[src/rtl/seg7_ctrl_pkg.sv]
`default_nettype none
// ============================================================================
// Module  : seg7_ctrl_pkg
// Brief   : Shared types and constants for the seven-segment bus controller.
// Rev     : 1.0 - initial release
// ============================================================================
package seg7_ctrl_pkg;

  // System bus widths
  localparam int DATABUS_ = 16;
  localparam int ADDRBUS_ = 32;

  // Number of seven-segment digits driven by the controller
  localparam int NUM_DIGITS = 6;

  // One display digit, active-low; segment a is the MSB, decimal point last
  typedef struct packed {
    logic a;
    logic b;
    logic c;
    logic d;
    logic e;
    logic f;
    logic g;
    logic p;
  } seg7p_t;

  // All segments dark
  localparam seg7p_t SEG7P_OFF = 8'hFF;

  // Register offsets in 16-bit words within the window
  localparam logic [2:0] SEG_VAL_LO = 3'd0;
  localparam logic [2:0] SEG_VAL_HI = 3'd1;
  localparam logic [2:0] SEG_DP     = 3'd2;
  localparam logic [2:0] SEG_BLANK  = 3'd3;
  localparam logic [2:0] SEG_CTRL   = 3'd4;

  // Bus handshake states
  typedef enum logic [0:0] {
    BUS_IDLE = 1'b0,
    BUS_ACK  = 1'b1
  } bus_state_e;

  // Window match on the 16-byte aligned block address
  function automatic logic win_hit(input logic [ADDRBUS_-1:0] addr,
                                   input logic [ADDRBUS_-1:0] base);
    return addr[ADDRBUS_-1:4] == base[ADDRBUS_-1:4];
  endfunction

endpackage
`default_nettype wire

[src/rtl/seg7_ctrl_if.sv]
`default_nettype none
// ============================================================================
// Module  : seg7_ctrl_if
// Brief   : Request/acknowledge register bus between master and controller.
// Rev     : 1.0 - initial release
// ============================================================================
interface seg7_ctrl_if;
  import seg7_ctrl_pkg::*;

  logic                req;
  logic                we;
  logic [ADDRBUS_-1:0] addr;
  logic [DATABUS_-1:0] wdata;
  logic [DATABUS_-1:0] rdata;
  logic                ack;

  modport master (
    output req, we, addr, wdata,
    input  rdata, ack
  );

  modport slave (
    input  req, we, addr, wdata,
    output rdata, ack
  );

endinterface
`default_nettype wire

[src/rtl/seg7_ctrl_hexfont.sv]
`default_nettype none
// ============================================================================
// Module  : seg7_hexfont
// Brief   : Combinational hex font, nibble plus decimal point to active-low
//           segment pattern.
// Rev     : 1.0 - initial release
// ============================================================================
module seg7_hexfont
  import seg7_ctrl_pkg::*;
(
  input  logic [3:0] nib_i,
  input  logic       dp_i,
  output seg7p_t     seg_o
);

  logic [6:0] abcdefg;

  // Nibble to a..g pattern, 0 = segment lit
  always_comb begin
    abcdefg = 7'h7F;
    case (nib_i)
      4'h0:    abcdefg = 7'b000_0001;
      4'h1:    abcdefg = 7'b100_1111;
      4'h2:    abcdefg = 7'b001_0010;
      4'h3:    abcdefg = 7'b000_0110;
      4'h4:    abcdefg = 7'b100_1100;
      4'h5:    abcdefg = 7'b010_0100;
      4'h6:    abcdefg = 7'b010_0000;
      4'h7:    abcdefg = 7'b000_1111;
      4'h8:    abcdefg = 7'b000_0000;
      4'h9:    abcdefg = 7'b000_0100;
      4'hA:    abcdefg = 7'b000_1000;
      4'hB:    abcdefg = 7'b110_0000;
      4'hC:    abcdefg = 7'b011_0001;
      4'hD:    abcdefg = 7'b100_0010;
      4'hE:    abcdefg = 7'b011_0000;
      4'hF:    abcdefg = 7'b011_1000;
      default: abcdefg = 7'h7F;
    endcase
  end

  // Decimal point is active-low like the other segments
  assign seg_o = {abcdefg, ~dp_i};

endmodule
`default_nettype wire

[src/rtl/seg7_ctrl.sv]
`default_nettype none
// ============================================================================
// Module  : seg7_ctrl
// Brief   : Bus-slave controller for six seven-segment displays: value, DP,
//           blank and blink registers, blink prescaler, registered outputs.
// Rev     : 1.0 - initial release
// ============================================================================
module seg7_ctrl
  import seg7_ctrl_pkg::*;
#(
  parameter logic [ADDRBUS_-1:0] BASE_ADDR = 32'h0000_1000,
  parameter int                  BLINK_DIV = 25_000_000
)(
  input  logic                       clk,
  input  logic                       rst_n,
  seg7_ctrl_if.slave                 bus,
  output seg7p_t [NUM_DIGITS-1:0]    hex
);

  localparam int             CNT_W    = (BLINK_DIV > 2) ? $clog2(BLINK_DIV) : 1;
  localparam logic [CNT_W-1:0] CNT_LAST = CNT_W'(BLINK_DIV - 1);

  // Bus FSM and response registers
  bus_state_e          state_q, state_d;
  logic [DATABUS_-1:0] rdata_q, rdata_d;

  // Register file
  logic [15:0] val_lo_q, val_lo_d;
  logic [7:0]  val_hi_q, val_hi_d;
  logic [5:0]  dp_q,     dp_d;
  logic [5:0]  blank_q,  blank_d;
  logic        ctrl_q,   ctrl_d;

  // Blink prescaler; phase 1 = digits shown
  logic [CNT_W-1:0] cnt_q, cnt_d;
  logic             phase_q, phase_d;

  // Output stage
  seg7p_t [NUM_DIGITS-1:0] hex_q, hex_d;
  seg7p_t                  font [NUM_DIGITS];
  logic [23:0]             digits;

  // Decode
  logic                hit;
  logic                accept;
  logic                wr;
  logic [2:0]          offset;
  logic [DATABUS_-1:0] rd_mux;
  logic                unused_addr_lsb;

  assign hit             = win_hit(bus.addr, BASE_ADDR);
  assign offset          = bus.addr[3:1];
  assign wr              = accept && bus.we;
  assign unused_addr_lsb = bus.addr[0];

  // Accept a hit only from IDLE so ack can never fire on back-to-back cycles
  always_comb begin
    state_d = state_q;
    accept  = 1'b0;
    case (state_q)
      BUS_IDLE: begin
        if (bus.req && hit) begin
          accept  = 1'b1;
          state_d = BUS_ACK;
        end
      end
      BUS_ACK:  state_d = BUS_IDLE;
      default:  state_d = BUS_IDLE;
    endcase
  end

  // Read mux over pre-edge register contents; unused bits and reserved read 0
  always_comb begin
    rd_mux = '0;
    case (offset)
      SEG_VAL_LO: rd_mux = val_lo_q;
      SEG_VAL_HI: rd_mux = {8'h00, val_hi_q};
      SEG_DP:     rd_mux = {10'h000, dp_q};
      SEG_BLANK:  rd_mux = {10'h000, blank_q};
      SEG_CTRL:   rd_mux = {15'h0000, ctrl_q};
      default:    rd_mux = '0;
    endcase
  end

  // Register writes and read-data capture for the accepted request
  always_comb begin
    val_lo_d = val_lo_q;
    val_hi_d = val_hi_q;
    dp_d     = dp_q;
    blank_d  = blank_q;
    ctrl_d   = ctrl_q;
    rdata_d  = accept ? rd_mux : '0;
    if (wr) begin
      case (offset)
        SEG_VAL_LO: val_lo_d = bus.wdata;
        SEG_VAL_HI: val_hi_d = bus.wdata[7:0];
        SEG_DP:     dp_d     = bus.wdata[5:0];
        SEG_BLANK:  blank_d  = bus.wdata[5:0];
        SEG_CTRL:   ctrl_d   = bus.wdata[0];
        default:    ;
      endcase
    end
  end

  // Bus state, response and register file flops
  always_ff @(posedge clk or negedge rst_n) begin
    if (!rst_n) begin
      state_q  <= BUS_IDLE;
      rdata_q  <= '0;
      val_lo_q <= '0;
      val_hi_q <= '0;
      dp_q     <= '0;
      blank_q  <= 6'h3F;
      ctrl_q   <= 1'b0;
    end else begin
      state_q  <= state_d;
      rdata_q  <= rdata_d;
      val_lo_q <= val_lo_d;
      val_hi_q <= val_hi_d;
      dp_q     <= dp_d;
      blank_q  <= blank_d;
      ctrl_q   <= ctrl_d;
    end
  end

  // Prescaler next state; a CTRL write restarts the blink cycle in phase on
  always_comb begin
    cnt_d   = cnt_q + CNT_W'(1);
    phase_d = phase_q;
    if (cnt_q == CNT_LAST) begin
      cnt_d   = '0;
      phase_d = ~phase_q;
    end
    if (wr && (offset == SEG_CTRL)) begin
      cnt_d   = '0;
      phase_d = 1'b1;
    end
  end

  // Prescaler flops, free running regardless of blink enable
  always_ff @(posedge clk or negedge rst_n) begin
    if (!rst_n) begin
      cnt_q   <= '0;
      phase_q <= 1'b1;
    end else begin
      cnt_q   <= cnt_d;
      phase_q <= phase_d;
    end
  end

  assign digits = {val_hi_q, val_lo_q};

  generate
    for (genvar gi = 0; gi < NUM_DIGITS; gi++) begin : g_digit
      seg7_hexfont u_font (
        .nib_i (digits[4*gi +: 4]),
        .dp_i  (dp_q[gi]),
        .seg_o (font[gi])
      );
    end
  endgenerate

  // Per-digit blanking, either explicit or during the blink off phase
  always_comb begin
    hex_d = '1;
    for (int i = 0; i < NUM_DIGITS; i++) begin
      hex_d[i] = (blank_q[i] || (ctrl_q && !phase_q)) ? SEG7P_OFF : font[i];
    end
  end

  // Output register stage; dark immediately on reset
  always_ff @(posedge clk or negedge rst_n) begin
    if (!rst_n) begin
      hex_q <= '1;
    end else begin
      hex_q <= hex_d;
    end
  end

  assign hex       = hex_q;
  assign bus.ack   = (state_q == BUS_ACK);
  assign bus.rdata = rdata_q;

endmodule
`default_nettype wire

[src/flat_wrapper.sv]
// flat-port wrapper written by rule: the top's interface ports become plain ports
module seg7_ctrl_flat import seg7_ctrl_pkg::*;
#(
  parameter logic [ADDRBUS_-1:0] BASE_ADDR = 32'h0000_1000,
  parameter int                  BLINK_DIV = 25_000_000
)
  (clk, rst_n, hex, bus_req, bus_we, bus_addr, bus_wdata, bus_rdata, bus_ack);
  seg7_ctrl_if bus_i ();
  input  logic clk;
  input  logic rst_n;
  output seg7p_t [NUM_DIGITS-1:0] hex;
  input wire logic [$bits(bus_i.req)-1:0] bus_req;
  input wire logic [$bits(bus_i.we)-1:0] bus_we;
  input wire logic [$bits(bus_i.addr)-1:0] bus_addr;
  input wire logic [$bits(bus_i.wdata)-1:0] bus_wdata;
  output wire logic [$bits(bus_i.rdata)-1:0] bus_rdata;
  output wire logic [$bits(bus_i.ack)-1:0] bus_ack;
  assign bus_i.req = bus_req;
  assign bus_i.we = bus_we;
  assign bus_i.addr = bus_addr;
  assign bus_i.wdata = bus_wdata;
  assign bus_rdata = bus_i.rdata;
  assign bus_ack = bus_i.ack;
  seg7_ctrl #(.BASE_ADDR(BASE_ADDR), .BLINK_DIV(BLINK_DIV)) u_core (.clk(clk), .rst_n(rst_n), .bus(bus_i), .hex(hex));
endmodule
[config.mk]
export PLATFORM = sky130hd
export DESIGN_NAME = seg7_ctrl_flat
export DESIGN_NICKNAME = d
export VERILOG_FILES = /design/src/rtl/seg7_ctrl_pkg.sv /design/src/rtl/seg7_ctrl_if.sv /design/src/rtl/seg7_ctrl_hexfont.sv /design/src/rtl/seg7_ctrl.sv /design/src/flat_wrapper.sv
export SDC_FILE = /design/constraint.sdc
export NUM_CORES = 1
export LEC_CHECK = 0
export CAP_MARGIN = 25
export CORE_ASPECT_RATIO = 0.75
export CORE_MARGIN = 2
export CORE_UTILIZATION = 38
export CTS_CLUSTER_SIZE = 24
export DETAILED_ROUTE_END_ITERATION = 8
export PLACE_DENSITY = 0.61
export SYNTH_ARGS = -nofsm -noshare
export SYNTH_HDL_FRONTEND = slang
export SYNTH_HIERARCHICAL = 1
export SYNTH_SLANG_ARGS = --single-unit
[constraint.sdc]
create_clock -name clk -period 2.9 [get_ports clk]
set_clock_uncertainty 0.1 [all_clocks]
set_input_delay 0.435 -clock clk [delete_from_list [all_inputs] [get_ports clk]]
set_output_delay 0.435 -clock clk [all_outputs]
set_load 0.02 [all_outputs]
# Yosys cells after proc, flatten, opt, wreduce, memory -nomap -nowiden
# Memory sizes are Yosys's and may differ from the RTL's.
# Cells that the tools add are included.
[classes] reduce_logical=18 n_addsub=1 bitwise=8 n_eq_ne=6 n_mux=15
[ops] cell="one-hot mux 16 bit (5 select lines)" count=1
[ops] cell="2-to-1 mux 25 bit" count=2
[ops] cell="2-to-1 mux 8 bit" count=6
[ops] cell="equality test 28 x 9 -> 1 bit, second input constant" count=1
[ops] cell="adder 25 x 1 -> 25 bit, second input constant" count=1
[ops] cell="equality test 25 bit, second input constant" count=1
[ops] cell="2-to-1 mux 16 bit" count=1
[ops] cell="AND reduction 2 bit" count=5
[ops] cell="inverter 1 bit" count=8
[ops] cell="equality test 3 x 2 -> 1 bit, second input constant" count=2
[ops] cell="logical OR 1 bit" count=6
[ops] cell="logical AND 1 bit" count=4
[ops] cell="2-to-1 mux 1 bit" count=4
[ops] cell="equality test 3 x 1 -> 1 bit, second input constant" count=1
[ops] cell="equality test 3 bit, second input constant" count=1
[ops] cell="logical NOT 3 bit" count=1
[ops] cell="one-hot mux 1 bit (2 select lines)" count=1
[ops] cell="nonzero test 2 bit" count=1
[ops] cell="logical NOT 1 bit" count=1
[word_totals] wordCells=111 reg_bits=128 n_memories=6 output_inout_bits=65 rom_bits=672
[mem_list] memory="(no name shown)" words=16 word_bits=7 rd=1 rd_clocked_by_memory_dff=0 write_ports=0 line="seg7_ctrl_hexfont.sv:21" source="case (nib_i)"
[mem_list] memory="(no name shown)" words=16 word_bits=7 rd=1 rd_clocked_by_memory_dff=0 write_ports=0 line="seg7_ctrl_hexfont.sv:21"
[mem_list] memory="(no name shown)" words=16 word_bits=7 rd=1 rd_clocked_by_memory_dff=0 write_ports=0 line="seg7_ctrl_hexfont.sv:21"
[mem_list] memory="(no name shown)" words=16 word_bits=7 rd=1 rd_clocked_by_memory_dff=0 write_ports=0 line="seg7_ctrl_hexfont.sv:21"
[mem_list] memory="(no name shown)" words=16 word_bits=7 rd=1 rd_clocked_by_memory_dff=0 write_ports=0 line="seg7_ctrl_hexfont.sv:21"
[mem_list] memory="(no name shown)" words=16 word_bits=7 rd=1 rd_clocked_by_memory_dff=0 write_ports=0 line="seg7_ctrl_hexfont.sv:21"

# Depth between registers and ports, before layout
[logic_depth] word_depth=7 mapped_depth=8

# By module
# The synthesis kept the hierarchy.
[modules_own_cells] module="seg7_ctrl" cells_per_inst=375 n_inst=1 area_each_um2=5076.1 seq_area_each_um2=3271.9
[modules_own_cells] module="seg7_hexfont" cells_per_inst=34 n_inst=6 area_each_um2=272.8 seq_area_each_um2=0.0

# Least setup slack after synthesis
# No wires, ideal clock.
[synth_path] kind="register -> register" from="reg u_core.state_q (netlist: u_core/bus.ack)" to="reg u_core.val_lo_q[0]" required_time_ns=2.675 setup_time_ns=0.125 path_slack_ns=0.747 path_stages_with_launch=9 synth_period_minus_slack_ns=2.153 t_arrival_ns=1.928 cell_sequence="dfrtp_1 -> nor4b_1 -> nand4_1 -> or2_4 -> inv_1 -> and3_1 -> buf_4 -> buf_6 -> mux2_2"
[synth_between] elab_chain_len=3
[synth_lines] element="start, declared" line="seg7_ctrl.sv:24" source="bus_state_e state_q, state_d;"
[synth_lines] element="start signal, assigned" line="seg7_ctrl.sv:116" source="state_q <= state_d;"
[synth_lines] element="2-to-1 mux 1 bit" line="seg7_ctrl.sv:60" source="case (state_q)"
[synth_lines] element="logical AND 1 bit" line="seg7_ctrl.sv:53" source="assign wr = accept && bus.we;"
[synth_lines] element="AND reduction 2 bit (no line)"
[synth_lines] element="end signal, assigned" line="seg7_ctrl.sv:118" source="val_lo_q <= val_lo_d;"
[synth_lines] element="end, declared" line="seg7_ctrl.sv:28" source="logic [15:0] val_lo_q, val_lo_d;"
# No other way between the ends.
# A chain may end at the register's enable or synchronous reset.

# Final worst setup path
[layout_path] from="in bus_addr[29]" to="reg u_core.dp_q[1]"
[layout_between] elab_chain_len=6
[layout_lines] element="start, declared" line="flat_wrapper.sv:14" source="input wire logic [$bits(bus_i.addr)-1:0] bus_addr;"
[layout_lines] element="equality test 28 x 9 -> 1 bit" line="seg7_ctrl_pkg.sv:47" source="return addr[ADDRBUS_-1:4] == base[ADDRBUS_-1:4];"
[layout_lines] element="logical AND 1 bit" line="seg7_ctrl.sv:62" source="if (bus.req && hit) begin"
[layout_lines] element="2-to-1 mux 1 bit" line="seg7_ctrl.sv:62"
[layout_lines] element="2-to-1 mux 1 bit" line="seg7_ctrl.sv:60"
[layout_lines] element="logical AND 1 bit" line="seg7_ctrl.sv:53"
[layout_lines] element="AND reduction 2 bit (no line)"
[layout_lines] element="end signal, assigned" line="seg7_ctrl.sv:120" source="dp_q <= dp_d;"
[layout_lines] element="end, declared" line="seg7_ctrl.sv:30" source="logic [5:0] dp_q, dp_d;"
# No other way between the ends.

==> impl_metrics.csv <==
group,metric,value,unit
sta,finalMaxSlewViolations,0,
floorplan,dieArea,18800,um^2
logic_synthesis,synthCells,579,
drt,drcViolationCount,0,
placement,pre_cts_ws,0.196,ns
finish,insertedDiodeCount,0,
power_and_ir_drop,switching_share,20.2,%
finish,fin_nets,796,
cts,cts.sinks,128,
drt,wl,14700,um
finish,seq_area,3270,um^2
floorplan,initial_core_util,38.5,%
power_and_ir_drop,p_sw,826,uW
finish,fillers,1516,
worst_setup_path,cp_max_fo,6,
cts,cts_tree,"built",
grt,grt_pass1_vias,4855,
cts,root_buffer,"clkbuf_16",
logic_synthesis,synth.distinct_cells,36,
logic_synthesis,netlist_area,6710,um^2
drt,initialDrtViolationCount,287,
power_and_ir_drop,ir_drop,0.329,mV
logic_synthesis,yosysWarnings,6,
worst_setup_path,critPathKind,"input port to flop",
grt,grt_first_pass_wirelength,24700,um
power_and_ir_drop,power_frac_seq,43.9,%
drt,vias,4681,
worst_hold_path,hp-class,"input port to asynchronous set/reset pin",
drt,viasPerCell,4.90,
logic_synthesis,syn_nets,674,
sta,holdWs,0.392,ns
sta,setup_viol,0,
finish,area_growth,30.0,%
logic_synthesis,yosysMostFrequentCell,"dfrtp_1",
placement,port_buffers,115,
drt,first_pass_iters,4,
worst_setup_path,cp.required,3.10,ns
floorplan,fp.dieW,157,um
placement,dpl.hpwl,10600,um
sta,worst_pin_slew,0.599,ns
sta,rsz0062_at_grt,"no",
sta,worst_slack,0.611,ns
grt,antenna_found_initial,1,
cts,cts_inserted_buffers,17,
cts,cts_max_path_buffers,2,
placement,globalplace.congestion,0.774,
cts,h-tree-depth,4,
logic_synthesis,synth_area_per_cell,11.6,um^2
power_and_ir_drop,power.density,468,nW/um^2
power_and_ir_drop,p_leak,0.00375,uW
drt,drtAntennaViolNets,0,
floorplan,die_h,119,um
run,maxCapViolCount,0,
run_status,status,"completed",
floorplan,rows,42,
sta,slew_headroom,60.1,%
grt,grt_max_degree,68,
power_and_ir_drop,p_comb_share,3.3,%
logic_synthesis,synth_area_leader_cell,"dfrtp_1",
cts,post_cts_buffers,0,
finish,final_layout_size_suffix_gt1_share,21.1,%
worst_setup_path,cp-end-kind,"flop",
logic_synthesis,ys_ff_latch,128,
worst_setup_path,cp.arrival,2.49,ns
logic_synthesis,yosysTopAreaCellShare,27.2,%
logic_synthesis,synth_sequential_area_ratio,48.7,%
power_and_ir_drop,p_clk_share,52.8,%
finish,multi_input_area,3180,um^2
sta,fin_crit_sh,78.9,%
sta,hold_viol,0,
worst_setup_path,crit_path_start_kind,"input port",
cts,clk_latency,0.42,ns
logic_synthesis,ys.flop_type,"dfrtp_1",
grt,gr-total-overflow,0,
power_and_ir_drop,internal-power,3250,uW
logic_synthesis,synth-edff-count,0,
sta,fmax,437,MHz
drt,wl_per_cell,15.4,um
sta,final.setup.tns,0,ns
logic_synthesis,synth_area_leaders,"dfrtp_1, dfstp_2, ha_1",
sta,period_minus_slack,2.29,ns
floorplan,ioPinCount,117,
logic_synthesis,async_flop_share,100,%
logic_synthesis,synthTopCellsByCount,"dfrtp_1, nor2_1, dfstp_2",
cts,path_clk_slew,0.06,ns
floorplan,coreArea,17400,um^2
grt,grt.total_usage,16.9,%
## cell families (layout without fill, tap and decap cells)
logic type      after synthesis  after routing  share of synthesized area, %
xor+xnor                     24             24                          3.13
flops                       128            128                          48.7
fa+ha+maj                    43             43                          8.01
simple gates                205            205                          16.6
mux                          87             87                          15.9
compound gates               38             38                          3.58
buf+inv                      54            189                          3.99
## power groups by stage
stage / clock network [uW] / logic [uW] / registers [uW]
floorplan: 0 / 17.2 / 1820
global placement: 0 / 135 / 1820
detailed placement: 0 / 138 / 1820
CTS: 2210 / 140 / 1790
global route: 2300 / 150 / 1790
finish: 2150 / 136 / 1790
## layer usage
layer  global-route usage [%]  vias up  share of wire, %  wire length, um
li1                         -     2276                 -                -
met1                     22.7     2281                48             7000
met2                     25.4      104                46             6720
met3                     6.11       18               5.7              834
met4                     5.34        2               1.1              158
met5                        0        -             0.088               13
## layout by cell type (no fill, tap or decap), types with 6 or more instances in the layout
cell               n
and2_1             8
dfrtp_1           73
o21ai_1           12
and3_1            13
buf_4             13
dfstp_2           55
xor2_1            16
nand3_1           17
nand2b_1          12
nor4_1             9
or3_1             48
inv_1             28
mux4_2            12
nor2_1            61
o211ai_1           6
nand4_1            8
a32o_1             6
ha_1              43
a21oi_1           13
mux2i_1           38
clkbuf_16         17
clkdlybuf4s50_1  114
xnor2_1            8
mux2_2            37
nand2_1           15
## flip-flops by register name (all words and copies together) (netlist names)
register,cells
u_core/val_hi_q,8
u_core/hex,48
u_core/ctrl_q,1
u_core/bus.rdata,16
u_core/val_lo_q,16
u_core/bus.ack,1
u_core/phase_q,1
u_core/dp_q,6
u_core/cnt_q,25
u_core/blank_q,6
## per-stage QoR
| step | instance area, um^2 | instances | utilization (%) | total power (uW) |
|---|---|---|---|---|
| finish | 8720 | 956 | 50.0 | 4080 |
| CTS | 8720 | 956 | 50.0 | 4140 |
| global route | 8720 | 956 | 50.0 | 4240 |
| detailed placement | 8110 | 923 | 46.5 | 1960 |
| floorplan | 6710 | 579 | - | 1840 |
| global placement | 8110 | 923 | 46.5 | 1950 |
## cell type report
type                    count  area share (%)
flip-flops and latches    128            37.5
clock inverters            10            1.56
well taps                 242            3.47
clock buffers              22            5.32
multi-input cells         397            36.4
repair buffers            129            14.5
inverters                  28            1.20
## critical path, cell delays in order
cell	delay, ns
clkdlybuf4s50_1	0.40
nor4_1	0.33
nand4_1	0.15
or2_4	0.30
inv_1	0.10
and4_1	0.39
mux2_2	0.38
## worst paths after layout
check,from,endpoint,slack (ns),cells after the start
max in group asynchronous,rst_n,u_core/hex[36],1.54,3
max reg2reg,u_core/bus.ack,u_core/dp_q[1],0.67,6
max,bus_addr[29],u_core/dp_q[1],0.61,7
min reg2reg,u_core/ctrl_q,u_core/ctrl_q,0.43,1
min in group clk,u_core/ctrl_q,u_core/ctrl_q,0.43,1
min,rst_n,u_core/val_lo_q[6],0.39,2
## repair_timing
action / CTS / global route
resized for setup: 0 / 0
hold buffers: 1 / 0
hold endpoints to repair: 6 / 0
Power figures use the tool's default switching activity.
==> RTL edit 1, RTL diff (same flow settings) <==
`ADDRBUS_`: 32 -> 16.
--- a/src/rtl/seg7_ctrl_pkg.sv
+++ b/src/rtl/seg7_ctrl_pkg.sv
@@ -9,5 +9,5 @@
   // System bus widths
   localparam int DATABUS_ = 16;
-  localparam int ADDRBUS_ = 32;
+  localparam int ADDRBUS_ = 16;
 
   // Number of seven-segment digits driven by the controller
Ports: changed (resized bus_addr); port bits go from 117 to 101. The function was not compared with the original's and may differ.
==> RTL edit 1 against the unedited design <==
Wire length decreased by 0.26%. Total power increased by 1.3%. Synthesized area fell by 0.17%. Final cell count is 0.10% lower. Sequential cell count stayed put. Hold slack worse by 5.2 ps. First-iteration DRC count fell by 24%. Sequential power grew 3%. Setup slack got worse by 45 ps. Cell area fell by 2.1%.
==> RTL edit 1: results <==
{
  "status": "finished, final reports clean",
  "drive_gt1_share_pct": 15.7,
  "ys_top_cells_by_count": "dfrtp_1, dfstp_2, nor2_1, or3_1, ha_1",
  "hp-class": "reg2reg",
  "p_int_mw": 3.28,
  "fin_cells": 955,
  "utilization_pct": 49.0,
  "fin_setup_tns_ps": 0,
  "yosys_warnings": 6,
  "cp_slowest_cell": "or4_1",
  "dp_slack_ps": 192,
  "dpl.hpwl_um": 10600,
  "yosys.area_share.adder_pct": 8.03,
  "cp_max_fo": 11,
  "cts_made_buffers": 17,
  "fill_cells": 1551,
  "largest_reg_flops": 48,
  "p_leak_nw": 3.60,
  "slew_headroom_pct": 46.0,
  "synth_xor_xnor_area_share_pct": 1.96,
  "cts_htree_levels": 4,
  "clock-root-buffer": "clkbuf_16",
  "antenna_found_initial": 0,
  "gp_congestion": 0.798,
  "clk_latency_ps": 410,
  "drtPass1Iterations": 5,
  "syn_avg_cell_area_um2": 11.2,
  "ys_top_cells_by_area": "dfrtp_1, dfstp_2, ha_1",
  "nets": 779,
  "yosys-mux-area-fraction_pct": 13.8,
  "place_area_um2": 7940,
  "grt_first_pass_wirelength_um": 24700,
  "grt_pass1_vias": 4863,
  "peakVddDrop_mv": 0.347,
  "diodes": 0,
  "synth_compound_area_share_pct": 7.00,
  "cts_resized": 0,
  "dp.cells": 922,
  "cp_slowest_stage_delay_ps": 820,
  "io_buffers": 99,
  "grt_max_degree": 67,
  "cp_top_family": "simple AND/OR/NAND/NOR gates",
  "synth-async-reset-ratio_pct": 100,
  "num_vias": 4761,
  "drt_wl_total_um": 14700,
  "grt.total_usage_pct": 16.8,
  "ant_nets": 0,
  "clk_pin_slew_ps": 50,
  "yosysSeqAreaShare_pct": 48.8,
  "synth.distinct_cells": 44,
  "synthesis.nets": 677,
  "post_cts_buffers": 0,
  "drt_iter0_drc": 217,
  "cts_buffer_depth": 2
}
RTL edit 1: worst paths after layout:
check,end,cells after the start,slack [ps],startpoint
setup / recovery,u_core/cnt_q[20]$_DFF_PN0_,4,570,u_core/cnt_q[4]$_DFF_PN0_
hold / removal,u_core/cnt_q[0]$_DFF_PN0_,1,390,u_core/cnt_q[0]$_DFF_PN0_
setup reg to reg,u_core/cnt_q[20]$_DFF_PN0_,4,570,u_core/cnt_q[4]$_DFF_PN0_
hold reg to reg,u_core/cnt_q[0]$_DFF_PN0_,1,390,u_core/cnt_q[0]$_DFF_PN0_
max in group asynchronous,u_core/hex[29]$_DFF_PN1_,3,1500,rst_n
min in group asynchronous,u_core/cnt_q[1]$_DFF_PN0_,2,400,rst_n
RTL edit 1: power groups by stage:
stage | logic (mW) | registers [mW] | clock network, mW
2_1_floorplan | 0.0465 | 1.86 | 0
3_3_place_gp | 0.149 | 1.87 | 0
3_5_place_dp | 0.152 | 1.87 | 0
4_1_cts | 0.154 | 1.84 | 2.20
5_1_grt | 0.170 | 1.84 | 2.29
6_report | 0.151 | 1.84 | 2.14
RTL edit 1: worst register-to-register path, delay by kind of cell, from the launching register on:
kind | cells | cell delay [ps]
DFF | 1 | 400
and+or+nand+nor | 3 | 1620
AOI/OAI and AO/OA | 1 | 140
RTL edit 1: metal layers:
metal	routed length, µm	global-route usage, %	share of wire, %
met5	0	0	0
met4	153	5.11	1.0
met2	6930	26.1	47
met3	708	5.57	4.8
met1	6890	22.2	47
RTL edit 1: layout make-up:
type                    count  share of cell area, %
inverters                  30                   1.32
clock inverters            11                   1.61
multi-input cells         410                   36.9
well taps                 242                   3.54
flip-flops and latches    128                   38.3
repair buffers            113                   13.0
clock buffers              21                   5.39
RTL edit 1: cell families (layout without fill, tap and decap cells):
| logic type | count (synthesis) | after routing |
|---|---|---|
| simple gates | 197 | 197 |
| xor+xnor | 15 | 15 |
| mux | 80 | 80 |
| compound gates | 75 | 75 |
| buf+inv | 60 | 175 |
| fa+ha+maj | 43 | 43 |
| flops | 128 | 128 |
RTL edit 1: what timing repair did:
action                                 in CTS  in global routing
endpoints found under the hold margin      18                  0
setup endpoints to repair                   0                  0
hold buffers                                1                  0
==> RTL edit 2, RTL diff (same settings) <==
Without the edit above. `rdata_q`, `val_lo_q`, `val_hi_q` and `dp_q` no longer have a reset.
--- a/src/rtl/seg7_ctrl.sv
+++ b/src/rtl/seg7_ctrl.sv
@@ -107,19 +107,18 @@
     if (!rst_n) begin
       state_q  <= BUS_IDLE;
-      rdata_q  <= '0;
-      val_lo_q <= '0;
-      val_hi_q <= '0;
-      dp_q     <= '0;
       blank_q  <= 6'h3F;
       ctrl_q   <= 1'b0;
     end else begin
       state_q  <= state_d;
-      rdata_q  <= rdata_d;
-      val_lo_q <= val_lo_d;
-      val_hi_q <= val_hi_d;
-      dp_q     <= dp_d;
       blank_q  <= blank_d;
       ctrl_q   <= ctrl_d;
     end
+  end
+
+  always_ff @(posedge clk) begin
+    rdata_q  <= rdata_d;
+    val_lo_q <= val_lo_d;
+    val_hi_q <= val_hi_d;
+    dp_q     <= dp_d;
   end
 
Function: changed (a bounded check fails within 4 cycles, from zero or initial values and one cycle with rst_n low).
==> RTL edit 2 against the unedited design <==
First-iteration DRC count is 2.8% lower. Wire length down 5.4%. Non-clock buffer count is 5 higher. Setup slack worse by 200 ps. Cell area down 1.9%. Sequential cell count stayed put. Critical path depth did not move. Sequential power is 3% higher. Synthesized area fell by 2.9%. Utilization is 0.84 points higher. Total power is 1.4% higher. Synthesized cell count is 2.8% lower.
==> RTL edit 2: results <==
{
  "slew_headroom_pct": 45.6,
  "r2r_slack_ps": 620,
  "ys_top_cells_by_count": "nor2_1, dfstp_2, or3_1, ha_1, mux2i_1",
  "crit_start": "bus_addr[13]",
  "cts_htree_levels": 4,
  "areaGrowthSynthToFinish_pct": 31.3,
  "cts_hold_buf": 1,
  "nets": 787,
  "peakVddDrop_mv": 0.380,
  "min-delay-start": "u_core/cnt_q[0]$_DFF_PN0_",
  "dp_slack_ps": 16.1,
  "drt_iter0_drc": 279,
  "grt_first_pass_wirelength_um": 23000,
  "switching_share_pct": 20.5,
  "fin_cells": 921,
  "whs_path_depth": 1,
  "synthesis.nets": 658,
  "r2r-end": "u_core/val_hi_q[6]$_DFFE_PP_",
  "viasPerCell": 4.99,
  "worstHoldEndpoint": "u_core/cnt_q[0]$_DFF_PN0_",
  "dp.cells": 887,
  "synth_edf_count": 30,
  "power_frac_seq_pct": 44.6,
  "status": "finished, final reports clean",
  "pwr-share-comb_pct": 3.2,
  "p_leak_nw": 3.62,
  "fin_ws_ps": 414,
  "io_buffers": 115,
  "largest_reg_flops": 48,
  "clk_pin_slew_ps": 50,
  "r2r_cells": 6,
  "place_area_um2": 7940,
  "drive_gt1_share_pct": 19.0,
  "synth.distinct_cells": 45,
  "synth-async-reset-ratio_pct": 64.1,
  "hp-class": "reg2reg",
  "grt_max_degree": 53,
  "dpl.hpwl_um": 10300,
  "post_drt_wl_per_cell_um": 15.1,
  "antenna_found_initial": 1,
  "hold_slack_ps": 383,
  "gp_congestion": 0.777,
  "ys_top_cells_by_area": "dfstp_2, edfxtp_1, dfrtp_1",
  "fill_cells": 1456,
  "power_density_nw_per_um2": 484,
  "regToRegStartpoint": "u_core/bus.ack$_DFF_PN0_",
  "yosys_warnings": 6,
  "cp_max_fo": 7,
  "grt.total_usage_pct": 15.8,
  "cts_made_buffers": 17,
  "arrival_ps": 2510,
  "syn_inst": 563,
  "post_cts_buffers": 0,
  "yosysSeqAreaShare_pct": 51.3
}
RTL edit 2: worst max-delay path: stages:
cell             delay [ps]
clkdlybuf4s50_1         430
nor4_1                  330
nand4_1                 200
or3_4                   500
or2_2                   310
nor2_1                  140
buf_4                   170
RTL edit 2: cell type report:
cell class | instances | area share (%)
flip-flops and latches | 128 | 39.1
diodes | 1 | 0.0292
inverters | 26 | 1.14
repair buffers | 134 | 15.3
multi-input cells | 385 | 34.3
well taps | 215 | 3.14
clock inverters | 12 | 1.49
clock buffers | 20 | 5.60
RTL edit 2: layer usage:
layer  track usage (%)  wire length, µm  vias to the layer above
li1                  -                -                     2250
met1              20.4             6380                     2206
met2              24.9             6460                      114
met3              4.77              776                       23
met4              6.36              322                        0
met5                 0                0                        -
RTL edit 2: cells by family after synthesis:
logic type                 share of synthesized area (%)
xor gates and xnor gates                            3.23
muxes                                               11.0
DFF                                                 51.3
AOI/OAI and AO/OA                                   3.76
and+or+nand+nor                                     18.7
buffers and inverters                               3.78
adders and majority gates                           8.26
